**src/rtl/rv_pkg.sv**
```systemverilog
// rtl/rv_pkg.sv - shared RV64I opcodes, mux encodings, control state and bundle types
package rv_pkg;

  localparam logic [6:0] OPC_LUI       = 7'b0110111;
  localparam logic [6:0] OPC_AUIPC     = 7'b0010111;
  localparam logic [6:0] OPC_JAL       = 7'b1101111;
  localparam logic [6:0] OPC_JALR      = 7'b1100111;
  localparam logic [6:0] OPC_BRANCH    = 7'b1100011;
  localparam logic [6:0] OPC_LOAD      = 7'b0000011;
  localparam logic [6:0] OPC_STORE     = 7'b0100011;
  localparam logic [6:0] OPC_OP_IMM    = 7'b0010011;
  localparam logic [6:0] OPC_OP        = 7'b0110011;
  localparam logic [6:0] OPC_OP_IMM_32 = 7'b0011011;
  localparam logic [6:0] OPC_OP_32     = 7'b0111011;

  localparam logic [2:0] IMM_I = 3'd0;
  localparam logic [2:0] IMM_S = 3'd1;
  localparam logic [2:0] IMM_B = 3'd2;
  localparam logic [2:0] IMM_U = 3'd3;
  localparam logic [2:0] IMM_J = 3'd4;

  localparam logic [1:0] PC_PLUS4    = 2'd0;
  localparam logic [1:0] PC_ALU      = 2'd1;
  localparam logic [1:0] PC_ALU_JALR = 2'd2;

  localparam logic [1:0] WB_ALU = 2'd0;
  localparam logic [1:0] WB_MEM = 2'd1;
  localparam logic [1:0] WB_PC4 = 2'd2;

  localparam logic [1:0] SRC_A_RS1  = 2'd0;
  localparam logic [1:0] SRC_A_PC   = 2'd1;
  localparam logic [1:0] SRC_A_ZERO = 2'd2;

  localparam logic SRC_B_RS2 = 1'b0;
  localparam logic SRC_B_IMM = 1'b1;

  typedef enum logic [2:0] {
    ST_FETCH,
    ST_DECODE,
    ST_EXEC,
    ST_MEM,
    ST_WB,
    ST_TRAP,
    ST_HALT
  } state_t;

  typedef struct packed {
    logic       legal;
    logic [2:0] imm_sel;
    logic [1:0] alu_src_a;
    logic       alu_src_b;
    logic       alu_word;
    logic       is_load;
    logic       is_store;
    logic       is_branch;
    logic       is_jal;
    logic       is_jalr;
    logic [1:0] wb_sel;
  } ctrl_t;

endpackage

```
**src/rtl/mc_decode.sv**
```systemverilog
// rtl/mc_decode.sv - combinational opcode to control bundle decoder
module mc_decode
  import rv_pkg::*;
(
  input  logic [6:0] opcode,
  output ctrl_t      ctrl
);

  // Map each supported major opcode onto its operand, immediate and class controls
  always_comb begin
    ctrl       = '0;
    ctrl.legal = 1'b1;
    case (opcode)
      OPC_LUI: begin
        ctrl.imm_sel   = IMM_U;
        ctrl.alu_src_a = SRC_A_ZERO;
        ctrl.alu_src_b = SRC_B_IMM;
      end
      OPC_AUIPC: begin
        ctrl.imm_sel   = IMM_U;
        ctrl.alu_src_a = SRC_A_PC;
        ctrl.alu_src_b = SRC_B_IMM;
      end
      OPC_OP: begin
        ctrl.alu_src_b = SRC_B_RS2;
      end
      OPC_OP_IMM: begin
        ctrl.alu_src_b = SRC_B_IMM;
      end
      OPC_OP_32: begin
        ctrl.alu_src_b = SRC_B_RS2;
        ctrl.alu_word  = 1'b1;
      end
      OPC_OP_IMM_32: begin
        ctrl.alu_src_b = SRC_B_IMM;
        ctrl.alu_word  = 1'b1;
      end
      OPC_JAL: begin
        ctrl.imm_sel   = IMM_J;
        ctrl.alu_src_a = SRC_A_PC;
        ctrl.alu_src_b = SRC_B_IMM;
        ctrl.is_jal    = 1'b1;
        ctrl.wb_sel    = WB_PC4;
      end
      OPC_JALR: begin
        ctrl.alu_src_b = SRC_B_IMM;
        ctrl.is_jalr   = 1'b1;
        ctrl.wb_sel    = WB_PC4;
      end
      OPC_BRANCH: begin
        ctrl.imm_sel   = IMM_B;
        ctrl.alu_src_a = SRC_A_PC;
        ctrl.alu_src_b = SRC_B_IMM;
        ctrl.is_branch = 1'b1;
      end
      OPC_LOAD: begin
        ctrl.alu_src_b = SRC_B_IMM;
        ctrl.is_load   = 1'b1;
        ctrl.wb_sel    = WB_MEM;
      end
      OPC_STORE: begin
        ctrl.imm_sel   = IMM_S;
        ctrl.alu_src_b = SRC_B_IMM;
        ctrl.is_store  = 1'b1;
      end
      default: begin
        ctrl.legal = 1'b0;
      end
    endcase
  end

endmodule

```
**src/rtl/multicycle_control.sv**
```systemverilog
// rtl/multicycle_control.sv - RV64I multi-cycle control FSM with memory watchdog and instret
module multicycle_control
  import rv_pkg::*;
#(
  parameter int TIMEOUT_CYCLES = 255,
  parameter int CNT_WIDTH      = 64
) (
  input  logic                 clk,
  input  logic                 rst_n,
  input  logic [31:0]          inst,
  input  logic                 mem_ready,
  input  logic                 halt_req,
  input  logic                 branch_taken,
  output logic                 mem_req,
  output logic                 mem_we,
  output logic                 mem_is_fetch,
  output logic                 ir_write,
  output logic                 pc_write,
  output logic [1:0]           pc_src,
  output logic [2:0]           imm_sel,
  output logic [1:0]           alu_src_a,
  output logic                 alu_src_b,
  output logic                 alu_word,
  output logic                 reg_write,
  output logic [1:0]           wb_sel,
  output logic                 illegal_inst,
  output logic                 bus_error,
  output logic                 halted,
  output logic [CNT_WIDTH-1:0] instret
);

  localparam logic [15:0] WD_LAST = 16'(TIMEOUT_CYCLES - 1);

  state_t      state;
  state_t      retire_target;
  ctrl_t       ctrl;
  logic        started;
  logic [15:0] wd_cnt;
  logic        unused_inst_bits;

  // Only the major opcode steers control; the rest of IR belongs to the datapath
  assign unused_inst_bits = ^inst[31:7];

  mc_decode u_decode (
    .opcode (inst[6:0]),
    .ctrl   (ctrl)
  );

  // A retiring instruction lands in HALT instead of FETCH when debug asks for it
  assign retire_target = halt_req ? ST_HALT : ST_FETCH;
  assign halted        = (state == ST_HALT);

  // Per-state datapath controls; memory handshakes complete in the mem_ready cycle
  always_comb begin
    mem_req      = 1'b0;
    mem_we       = 1'b0;
    mem_is_fetch = 1'b0;
    ir_write     = 1'b0;
    pc_write     = 1'b0;
    pc_src       = PC_PLUS4;
    imm_sel      = IMM_I;
    alu_src_a    = SRC_A_RS1;
    alu_src_b    = SRC_B_RS2;
    alu_word     = 1'b0;
    reg_write    = 1'b0;
    wb_sel       = WB_ALU;
    case (state)
      ST_FETCH: begin
        // The first cycle out of reset only samples halt_req, so no request yet
        if (started) begin
          mem_req      = 1'b1;
          mem_is_fetch = 1'b1;
          ir_write     = mem_ready;
        end
      end
      ST_EXEC: begin
        imm_sel   = ctrl.imm_sel;
        alu_src_a = ctrl.alu_src_a;
        alu_src_b = ctrl.alu_src_b;
        alu_word  = ctrl.alu_word;
        if (ctrl.is_branch) begin
          pc_write = 1'b1;
          pc_src   = branch_taken ? PC_ALU : PC_PLUS4;
        end
      end
      ST_MEM: begin
        mem_req  = 1'b1;
        mem_we   = ctrl.is_store;
        pc_write = mem_ready && ctrl.is_store;
      end
      ST_WB: begin
        reg_write = 1'b1;
        wb_sel    = ctrl.wb_sel;
        pc_write  = 1'b1;
        if (ctrl.is_jalr)     pc_src = PC_ALU_JALR;
        else if (ctrl.is_jal) pc_src = PC_ALU;
        else                  pc_src = PC_PLUS4;
      end
      default: begin
      end
    endcase
  end

  // State sequencing, sticky error flags, memory watchdog and retire counter
  always_ff @(posedge clk or negedge rst_n) begin
    if (!rst_n) begin
      state        <= ST_FETCH;
      started      <= 1'b0;
      wd_cnt       <= '0;
      illegal_inst <= 1'b0;
      bus_error    <= 1'b0;
      instret      <= '0;
    end else begin
      case (state)
        ST_FETCH: begin
          if (!started) begin
            started <= 1'b1;
            if (halt_req) state <= ST_HALT;
          end else if (mem_ready) begin
            state <= ST_DECODE;
          end
        end
        ST_DECODE: begin
          if (ctrl.legal) begin
            state <= ST_EXEC;
          end else begin
            illegal_inst <= 1'b1;
            state        <= ST_TRAP;
          end
        end
        ST_EXEC: begin
          if (ctrl.is_branch)                     state <= retire_target;
          else if (ctrl.is_load || ctrl.is_store) state <= ST_MEM;
          else                                    state <= ST_WB;
        end
        ST_MEM: begin
          if (mem_ready) state <= ctrl.is_store ? retire_target : ST_WB;
        end
        ST_WB: begin
          state <= retire_target;
        end
        ST_HALT: begin
          if (!halt_req) state <= ST_FETCH;
        end
        default: begin
        end
      endcase

      // Stalled request cycles are counted; expiry overrides the state update above
      if (mem_req && !mem_ready) begin
        if (wd_cnt == WD_LAST) begin
          bus_error <= 1'b1;
          state     <= ST_TRAP;
          wd_cnt    <= '0;
        end else begin
          wd_cnt <= wd_cnt + 16'd1;
        end
      end else begin
        wd_cnt <= '0;
      end

      if (pc_write) instret <= instret + CNT_WIDTH'(1);
    end
  end

endmodule

```
**config.mk**
```make
export PLATFORM = sky130hd
export DESIGN_NAME = multicycle_control
export DESIGN_NICKNAME = d
export VERILOG_FILES = /design/src/rtl/rv_pkg.sv /design/src/rtl/mc_decode.sv /design/src/rtl/multicycle_control.sv
export SDC_FILE = /design/constraint.sdc
export NUM_CORES = 1
export LEC_CHECK = 0
export CAP_MARGIN = 40
export CORE_ASPECT_RATIO = 1.25
export CORE_MARGIN = 2
export CORE_UTILIZATION = 49
export DETAILED_ROUTE_END_ITERATION = 12
export PLACE_DENSITY = 0.78
export SYNTH_ARGS = -nofsm -noshare
export SYNTH_HDL_FRONTEND = slang
export SYNTH_SLANG_ARGS = --single-unit
```
**constraint.sdc**
```tcl
create_clock -name clk -period 2.6 [get_ports clk]
set_input_delay 0.26 -clock clk [delete_from_list [all_inputs] [get_ports clk]]
set_output_delay 0.26 -clock clk [all_outputs]
set_load 0.01 [all_outputs]
```
* Word level (Yosys, flattened, before mapping) *
Index checks and enable logic that the tools add are counted.

cells by class
  mux-type cells = 45
  eq/ne operators = 17
  $add $sub $neg = 2
  reductions and logical operators = 13
  bitwise operators = 1

operators with widths
  operator                 count
  $add A64 B1 Y64 const B  1
  $mux W3                  13
  $mux W16                 2
  $eq A7 B6 Y1 const B     4
  $eq A7 B5 Y1 const B     3
  $eq A7 B7 Y1 const B     3
  $mux W1                  20
  $pmux W3 S6              1
  $add A16 B1 Y16 const B  1
  $eq A16 B8 Y1 const B    1
  $pmux W2 S2              3
  $pmux W3 S4              1
  $reduce_or A11 Y1        1
  $reduce_or A9 Y1         1
  $eq A7 B2 Y1 const B     1
  $eq A3 B2 Y1 const B     2
  $eq A3 B3 Y1 const B     2
  $mux W2                  3
  $reduce_or A2 Y1         3
  $reduce_and A2 Y1        2
  $eq A3 B1 Y1 const B     1
  $logic_not A3 Y1         1
  $pmux W1 S3              1
  $reduce_or A3 Y1         1
  5 further kinds          6

storage, ports and cells
  flip-flop bits (word level) = 86
  output and inout port bits = 84

* Longest topological paths before layout *
Gate-level depths: netlist of run 1.

  depth after elaboration = 8
  depth in mapped cells = 9
  mapped depth without buffers = 7

* Hierarchy *
Synthesis of run 1 repeated with hierarchy kept, for this count alone.

second synthesis, totals
  cells, all modules = 473
  area, all modules = 4,758.3 um^2

modules (own cells, without submodules)
  module              sequential area each (um^2)  area each (um^2)  cells each  instances
  multicycle_control  2,152.1                      4,451.8           431         1
  mc_decode           0.0                          306.5             42          1

* Least setup slack after synthesis of run 1 *
No wires, ideal clock.

  path type = register -> register
  start = reg instret[28]
  end = reg instret[48]
  slack = 394 ps
  path buffers = 1
  period minus slack after synthesis = 2,206 ps
  data arrival time = 2,127 ps
  library setup time = 79 ps
  stages on the path, launching flop included = 7
  cell sequence = dfrtp_1 nand4_1 or4_1 clkbuf_1 or2_2 nor4_1 xor2_1

between the ends
  word-level cells in the longest chain between the ends = 1

RTL lines
  item                      line                       RTL
  start: declaration        multicycle_control.sv:29   output logic [CNT_WIDTH-1:0] instret
  start signal: assignment  multicycle_control.sv:162  if (pc_write) instret <= instret + CNT_WIDTH'(1);
  $add A64 B1 Y64           multicycle_control.sv:162

Every way passes these cells.
A chain may end at the register's enable or synchronous reset.

* Worst setup path after layout of run 1 *
  start = in inst[2]
  end = out pc_write

between the ends
  word-level cells in the longest chain between the ends = 4

RTL lines
  item                                                   line                                                RTL
  start: declaration                                     multicycle_control.sv:10                            input logic [31:0] inst,
  $eq A7 B7 Y1 / $eq A7 B6 Y1 (equally long branches)    mc_decode.sv:13                                     case (opcode)
  $mux W1                                                mc_decode.sv:13
  $mux W1 / $logic_and A1 B1 Y1 (equally long branches)  multicycle_control.sv:81, multicycle_control.sv:89
  $pmux W1 S3 *                                          multicycle_control.sv:67                            case (state)
  end: declaration                                       multicycle_control.sv:18                            output logic pc_write,

Mark *: on every way between the ends. The rest lies on a longest branch, timed or not.

==> run_results.csv, run 1 <==
group,metric,value,unit
outcome,outcome,"completed",
yosys,synth.area.mux_share,0,
power_and_ir_drop,netSwitchingPower,676,uW
flow_run,maxCapViolations,0,
clocking,cts_setup_buffers,0,
sta,clock_skew,8.35,ps
power_and_ir_drop,seqPwrFrac,0.503,
power_and_ir_drop,combPwrFrac,0.086,
power_and_ir_drop,p_int,2.23,mW
yosys,yosys.area_share.simple,0.288,
yosys,synth_area_leader_cell,"dfrtp_1",
cells_and_area,diodes,0,
power_and_ir_drop,peakVddDrop,414,uV
yosys,syn_avg_cell_area,9.42,um^2
placement,portBuffers,95,
drt,postRouteAntennaNets,0,
die,ios,121,
drt,drc,0,
yosys,yosysSeqAreaShare,0.475,
sta,relSlewSlack,0.477,
cells_and_area,final_cell_mix,"clkdlybuf4s50_1 (94), dfrtp_1 (85), xor2_1 (55)",
cells_and_area,layout_commonest_cell,"clkdlybuf4s50_1",
power_and_ir_drop,swShare,0.233,
yosys,synth-compound-area-share,0.0469,
placement,place_inst,712,
clocking,clk_pin_slew_worst_paths,60,ps
yosys,synth_warnings,0,
yosys,synthArstFlopShare,1.00,
global_route,first_global_vias,4221,
cells_and_area,fin_area,6110,um^2
sta,setup_slack,129,ps
yosys,synth_cell_types,43,
drt,detailedRoute.firstIterationViolations,218,
sta,fin_crit_sh,0.950,
placement,pre_cts_slack,14.9,ps
placement,gp_congestion,0.884,
sta,hold_violations,0,
global_route,grt_pass1_wl,19.9,mm
cells_and_area,stdcell_count,727,
clocking,clk_latency,340,ps
setup_path,cp-start-kind,"input port",
global_route,grt_max_degree,87,
placement,dp_hpwl,8.55,mm
yosys,synth_seq_cells,86,
worst_hold_path,whs_path_depth,1,
cells_and_area,fin_nets,641,
die,rows,39,
sta,tightestPinTransition,781,ps
clocking,cts_tree,"yes",
drt,drtPass1Iterations,5,
clocking,clock_path_buffers,2,
clocking,cts_buffers,9,
sta,rsz0062_at_grt,"false",
cells_and_area,utilization,0.673,
yosys,synth-xor-area-share,0.153,
cells_and_area,area_growth,34.8,%
placement,placed_area,5810,um^2
cells_and_area,layout-drive-gt1-share,0.0944,
sta,timing.setup.tns,0,ps
die,die_width,90.0,um
drt,vias_per_cell,5.61,
power_and_ir_drop,clockPowerShare,0.411,
global_route,antenna_found_initial,0,
drt,wl,11.6,mm
worst_hold_path,hold_class,"reg -> reg",
yosys,synth-main-ff-cell,"dfrtp_1",
setup_path,critPathCaptureType,"output pin",
sta,clock.fmax,405,MHz
setup_path,worstRegToRegCells,5,
die,die_h,112,um
drt,dr_total_vias,4077,
die,fp.coreArea,9080,um^2
global_route,grt-ovfl-total,0,
power_and_ir_drop,leakage,2.63,nW
yosys,synth_edf_count,0,
clocking,clock_sinks,86,
setup_path,critical_path_peak_fanout,7,
die,initial_core_util,0.499,
sta,drv_slew,0,
yosys,synth_cells,481,
global_route,grt_usage,0.243,
clocking,cts_max_level,3,
yosys,synth_fp_nets,521,
yosys,synth_top_family_by_area,"simple AND/OR/NAND/NOR gates",
die,dieArea,10000,um^2
clocking,cts_root_buf,"clkbuf_16",
sta,setup_violations,0,
drt,wire_per_inst,16.0,um
yosys,yosysTopAreaCellShare,0.475,
setup_path,worstPathRequired,2340,ps
yosys,synthTopCellsByArea,"dfrtp_1 (47%), xor2_1 (11%), xnor2_1 (4.6%)",
power_and_ir_drop,powerDensity,476,nW/um^2
yosys,synth_fa_ha_area_frac,0.00828,
sta,layout_min_cycle_time,2470,ps
setup_path,worstPathArrival,2210,ps
yosys,netlist_area,4530,um^2
setup_path,crit_type,"in -> out",
-- metal layers --
metal,GRT usage,share of wire
met3,0.0474,0.047
met5,0,0
met1,0.303,0.44
met4,0.113,0.026
met2,0.409,0.49
-- area by class of cell --
class / count / area [um^2]
well taps: 123 / 154
repair buffers: 126 / 1200
multi-input cells: 360 / 2260
clock buffers: 13 / 270
inverters: 18 / 67.6
clock inverters: 1 / 5.00
flip-flops and latches: 86 / 2150
fillers: 736 / 2970
-- kinds of logic after synthesis --
logic type | count (synthesis)
fa+ha+maj | 3
flops | 86
simple gates | 252
compound gates | 26
xor+xnor | 79
buf+inv | 35
-- worst paths after layout --
check,slack [ps],startpoint,to
setup / recovery,130,inst[2],pc_write
hold / removal,470,instret[63]$_DFFE_PN0P_,instret[63]$_DFFE_PN0P_
setup reg to reg,230,instret[9]$_DFFE_PN0P_,instret[59]$_DFFE_PN0P_
hold reg to reg,470,instret[63]$_DFFE_PN0P_,instret[63]$_DFFE_PN0P_
max in group asynchronous,1740,rst_n,state[1]$_DFF_PN0_
min in group asynchronous,490,rst_n,instret[63]$_DFFE_PN0P_
-- state kept, by name, indices dropped and copies added (netlist names) --
register	cells
started	1
instret	64
illegal_inst	1
wd_cnt	16
state	3
bus_error	1
-- repair_timing --
item                                   4_1_cts  5_1_grt
endpoints found under the hold margin       86        0
setup endpoints to repair                    0       11
resized for setup                            0        4
hold buffers                                 1        0
-- power groups by stage --
stage,combinational [mW],sequential [mW],clock [mW]
3_5_place_dp,0.252,1.48,0
3_3_place_gp,0.246,1.48,0
5_1_grt,0.277,1.47,1.28
4_1_cts,0.253,1.46,1.21
2_1_floorplan,0.123,1.46,0
6_report,0.249,1.46,1.19
-- critical path: stages --
cell	delay, ps
clkdlybuf4s50_1	420
nand4bb_1	280
a2111oi_4	350
buf_4	210
nor2_1	60
inv_1	90
clkdlybuf4s50_1	530
-- synthesized netlist by cell type (2+ instances only) --
library cell	instances
nor4b_1	2
xnor2_1	24
o211ai_1	4
dfrtp_1	86
and4_1	3
a221oi_1	2
o21a_1	3
nand2b_1	8
o32ai_1	2
nor2b_1	3
xor2_1	55
or4_1	6
nand3_1	32
and3_1	5
nor2_1	51
and2_1	2
inv_1	17
nand4_1	28
nor3_1	35
nand2_1	39
o21ai_0	2
ha_1	3
a21oi_1	4
clkbuf_1	16
nand3b_1	3
or2_2	5
nor4_1	25
-- stage by stage --
stage	power, mW	hold WS, ps
floorplan	1.58	-35.6
global placement	1.72	331
detailed placement	1.73	330
CTS	2.92	476
global route	3.03	506
finish	2.90	472
Note: power is estimated with default switching activity, not from simulation.
==> inputs of run 2 (changes only) <==
--- a/config.mk
+++ b/config.mk
@@ -11,6 +11,8 @@
 export CORE_UTILIZATION = 49
 export DETAILED_ROUTE_END_ITERATION = 12
 export PLACE_DENSITY = 0.78
+export SKIP_CTS_REPAIR_TIMING = 1
+export SLEW_MARGIN = 0
 export SYNTH_ARGS = -nofsm -noshare
 export SYNTH_HDL_FRONTEND = slang
 export SYNTH_SLANG_ARGS = --single-unit
==> run_results.csv, run 2 (synthesis results as in run 1) <==
group,metric,value,unit
clocking,clk_latency,340,ps
cells_and_area,largest_reg_flops,64,
clocking,cts_buffers,9,
sta,clock_skew,6.89,ps
global_route,grt_pass1_wl,19.9,mm
flow_run,maxCapViolations,0,
power_and_ir_drop,swShare,0.233,
setup_path,worstRegToRegCells,5,
cells_and_area,layout_commonest_cell,"clkdlybuf4s50_1",
setup_path,endpoint,"pc_write",
drt,vias_per_cell,5.63,
cells_and_area,n_fill_cell,734,
cells_and_area,top_regs,"instret x64, wd_cnt x16, state x3",
sta,fin_crit_sh,0.950,
global_route,grt_max_degree,87,
power_and_ir_drop,peakVddDrop,416,uV
cells_and_area,layout-drive-gt1-share,0.0944,
sta,rsz0062_at_grt,"false",
setup_path,cp-start-kind,"register",
clocking,cts_root_buf,"clkbuf_16",
setup_path,critical_path_peak_fanout,7,
sta,relSlewSlack,0.474,
placement,gp_congestion,0.884,
drt,wire_per_inst,16.0,um
sta,hold_violations,0,
drt,drtPass1Iterations,5,
worst_hold_path,hold_class,"reg -> reg",
power_and_ir_drop,powerDensity,476,nW/um^2
global_route,grt_usage,0.242,
global_route,grt-ovfl-total,0,
cells_and_area,area_growth,34.8,%
global_route,antenna_found_initial,0,
clocking,clk_pin_slew_worst_paths,60,ps
sta,holdWs,472,ps
setup_path,crit_type,"reg -> out",
cells_and_area,fin_nets,641,
setup_path,worstPathRequired,2340,ps
drt,wl,11.6,mm
clocking,clock_sinks,86,
setup_path,r2r_slack,250,ps
placement,placed_area,5810,um^2
cells_and_area,fin_area,6110,um^2
die,dieArea,10000,um^2
global_route,first_global_vias,4212,
die,initial_core_util,0.499,
power_and_ir_drop,seqPwrFrac,0.503,
setup_path,worstPathArrival,2210,ps
sta,clock.fmax,405,MHz
die,rows,39,
power_and_ir_drop,clockPowerShare,0.411,
setup_path,worstSetupStartpoint,"state[0]$_DFF_PN0_",
power_and_ir_drop,p_int,2.23,mW
drt,dr_total_vias,4093,
power_and_ir_drop,netSwitchingPower,678,uW
sta,setup_violations,0,
die,fp.coreArea,9080,um^2
worst_hold_path,min_from,"instret[63]$_DFFE_PN0P_",
worst_hold_path,whs_path_depth,1,
sta,drv_slew,0,
drt,postRouteAntennaNets,0,
die,ios,121,
cells_and_area,final_cell_mix,"clkdlybuf4s50_1 (94), dfrtp_1 (85), xor2_1 (55)",
clocking,clock_path_buffers,2,
clocking,cts_tree,"yes",
cells_and_area,regMostFlops,"instret",
sta,timing.setup.tns,0,ps
cells_and_area,diodes,0,
sta,tightestPinTransition,785,ps
drt,detailedRoute.firstIterationViolations,228,
placement,portBuffers,95,
sta,layout_min_cycle_time,2470,ps
die,die_width,90.0,um
outcome,outcome,"completed",
setup_path,critPathCaptureType,"output pin",
cells_and_area,stdcell_count,727,
setup_path,reg2reg_from,"instret[9]$_DFFE_PN0P_",
drt,drc,0,
power_and_ir_drop,leakage,2.63,nW
placement,place_inst,712,
clocking,cts_max_level,3,
power_and_ir_drop,combPwrFrac,0.086,
die,die_h,112,um
placement,dp_hpwl,8.55,mm
setup_path,r2r-end,"instret[59]$_DFFE_PN0P_",
## run 2: cell counts in the layout (fill, tap and decap cells not counted)
Identical to the previous run, type by type.
## run 2: final cells by class
class	count	area (um^2)	share of cell area
Clock buffer	13	270	0.0443
Clock inverter	1	5.00	0.000820
Inverter	18	67.6	0.0111
Multi-Input combinational cell	360	2260	0.370
Sequential cell	86	2150	0.353
Tap cell	123	154	0.0252
Timing Repair Buffer	126	1200	0.196
## run 2: stage by stage
stage               power [mW]  setup slack (ps)   util
finish                    2.91               130  0.673
global route              3.03              25.7  0.673
CTS                       2.92              24.5  0.670
detailed placement        1.73              14.9  0.640
global placement          1.72               106  0.640
floorplan                 1.58               394      -
## run 2: how the worst min path moves through the flow
| stage | to | slack, ps |
|---|---|---|
| after floorplan | bus_error$_DFFE_PN0P_ | -40 |
| after global placement | instret[42]$_DFFE_PN0P_ | 330 |
| after detailed placement | instret[63]$_DFFE_PN0P_ | 330 |
| after CTS | instret[63]$_DFFE_PN0P_ | -30 |
| after global routing | instret[50]$_DFFE_PN0P_ | 510 |
| final | instret[63]$_DFFE_PN0P_ | 470 |
## run 2: layer usage
layer	vias to the layer above	share of wire	track usage	routed length, um
met5	-	0	0	0
met4	0	0.029	0.116	343
met3	26	0.049	0.0392	573
met2	137	0.49	0.410	5740
met1	1988	0.43	0.303	4980
li1	1942	-	-	-
## run 2: worst max-delay path: stages, from the launching register on
cell,delay [ps]
dfrtp_1,390
nand2b_1,200
a2111oi_4,390
buf_4,210
nor2_1,60
inv_1,90
clkdlybuf4s50_1,530
## run 2: power by group through the flow
stage               Sequential (mW)  Combinational, mW  Clock [mW]
floorplan                      1.46              0.123           0
global placement               1.48              0.246           0
detailed placement             1.48              0.252           0
CTS                            1.46              0.251        1.21
global route                   1.47              0.277        1.28
finish                         1.46              0.249        1.20
==> inputs of run 3 (changes only) <==
--- a/config.mk
+++ b/config.mk
@@ -10,7 +10,8 @@
 export CORE_MARGIN = 2
 export CORE_UTILIZATION = 49
 export DETAILED_ROUTE_END_ITERATION = 12
-export PLACE_DENSITY = 0.78
+export PLACE_DENSITY = 0.81
+export SETUP_SLACK_MARGIN = 0.05
 export SKIP_CTS_REPAIR_TIMING = 1
 export SLEW_MARGIN = 0
 export SYNTH_ARGS = -nofsm -noshare
==> run_results.csv, run 3 (synthesis results as in run 1) <==
group,metric,value,unit
outcome,outcome,"completed",
global_route,first_global_vias,4106,
setup_path,r2r_slack,250,ps
global_route,grt_max_degree,49,
die,dieArea,10000,um^2
sta,layout_min_cycle_time,2490,ps
placement,pre_cts_slack,-114,ps
setup_path,critical_path_peak_fanout,4,
sta,fin_crit_sh,0.956,
global_route,grt-ovfl-total,0,
drt,drtPass1Iterations,5,
setup_path,worstPathRequired,2340,ps
clocking,clock_sinks,86,
clocking,cts_buffers,9,
power_and_ir_drop,leakage,2.66,nW
clocking,cts_tree,"yes",
placement,gp_congestion,0.939,
cells_and_area,top_regs,"instret x64, wd_cnt x16, state x3",
setup_path,cp-start-kind,"input port",
sta,setup_slack,114,ps
cells_and_area,regMostFlops,"instret",
sta,rsz0062_at_grt,"false",
cells_and_area,n_fill_cell,702,
cells_and_area,stdcell_count,730,
die,die_h,112,um
sta,tightestPinTransition,808,ps
flow_run,maxCapViolations,0,
placement,portBuffers,95,
cells_and_area,layout_commonest_cell,"clkdlybuf4s50_1",
power_and_ir_drop,p_total,3.13,mW
cells_and_area,utilization,0.679,
die,rows,39,
cells_and_area,largest_reg_flops,64,
power_and_ir_drop,peakVddDrop,433,uV
worst_hold_path,hold_class,"in -> async",
drt,detailedRoute.firstIterationViolations,292,
sta,setup_violations,0,
setup_path,critPathCaptureType,"output pin",
setup_path,crit_type,"in -> out",
drt,dr_total_vias,4120,
setup_path,worstPathArrival,2230,ps
global_route,antenna_found_initial,0,
placement,place_inst,712,
die,fp.coreArea,9080,um^2
cells_and_area,final_cell_mix,"clkdlybuf4s50_1 (94), dfrtp_1 (84), xor2_1 (55)",
sta,timing.setup.tns,0,ps
sta,clock.fmax,402,MHz
global_route,grt_usage,0.242,
die,initial_core_util,0.499,
die,die_width,90.0,um
sta,hold_violations,0,
clocking,cts_max_level,3,
drt,vias_per_cell,5.64,
clocking,cts_root_buf,"clkbuf_16",
global_route,grt_pass1_wl,19.8,mm
die,ios,121,
cells_and_area,layout-drive-gt1-share,0.100,
cells_and_area,diodes,0,
placement,dp_hpwl,8.77,mm
cells_and_area,area_growth,35.9,%
drt,drc,0,
sta,clock_skew,7.23,ps
power_and_ir_drop,powerDensity,507,nW/um^2
clocking,clk_pin_slew_worst_paths,60,ps
cells_and_area,fin_nets,642,
cells_and_area,multiInputGateArea,2260,um^2
drt,postRouteAntennaNets,0,
drt,wl,12.0,mm
cells_and_area,regArea,2150,um^2
clocking,clock_path_buffers,2,
sta,relSlewSlack,0.459,
clocking,clk_latency,340,ps
drt,wire_per_inst,16.4,um
sta,drv_slew,0,
run 3: changes by cell type in the layout (fill, tap and decap cells not counted):
cell	previous run	this run
nor2_1	51	50
dfrtp_2	1	2
bufinv_16	0	2
nor2_2	0	1
nor3_1	34	35
buf_12	1	0
buf_4	30	32
dfrtp_1	85	84
nor3_2	1	0
run 3: per-stage QoR:
stage / area (um^2) / hold WS (ps)
final: 6160 / 476
after global routing: 6160 / 485
after CTS: 6130 / -60.2
after detailed placement: 5790 / 304
after global placement: 5790 / 300
after floorplan: 4530 / -35.6
run 3: cell type report:
| type | instances | area share |
|---|---|---|
| timing repair buffer | 127 | 0.193 |
| multi-input combinational | 360 | 0.367 |
| inverter | 18 | 0.0110 |
| clock inverter | 3 | 0.0106 |
| sequential | 86 | 0.350 |
| clock buffer | 13 | 0.0439 |
| tap | 123 | 0.0250 |
run 3: path summary, 6_finish.rpt:
path                                          from                       to  cells past startpoint
max                                        inst[2]                 pc_write                      6
min                                          rst_n  instret[42]$_DFFE_PN0P_                      2
max reg2reg                     state[0]$_DFF_PN0_  instret[41]$_DFFE_PN0P_                      8
min reg2reg                instret[63]$_DFFE_PN0P_  instret[63]$_DFFE_PN0P_                      1
max in group asynchronous                    rst_n       state[1]$_DFF_PN0_                      3
min in group clk           instret[63]$_DFFE_PN0P_  instret[63]$_DFFE_PN0P_                      1
run 3: metal layers:
layer  GRT usage  vias up  routed length (um)
met1       0.308     2006                4930
met5           0        -                   0
met4      0.0954        0                 267
met3      0.0399       20                 653
met2       0.414      145                6140
li1            -     1949                   -
run 3: power by group:
group          switching (mW)  internal [mW]
Sequential             0.0768           1.39
Clock                   0.495          0.918
Combinational           0.121          0.129
run 3: worst max-delay path: stages:
cell             delay (ps)
clkdlybuf4s50_1         420
nand4bb_1               300
a2111oi_4               470
nor2_1                  110
inv_1                   110
clkdlybuf4s50_1         540
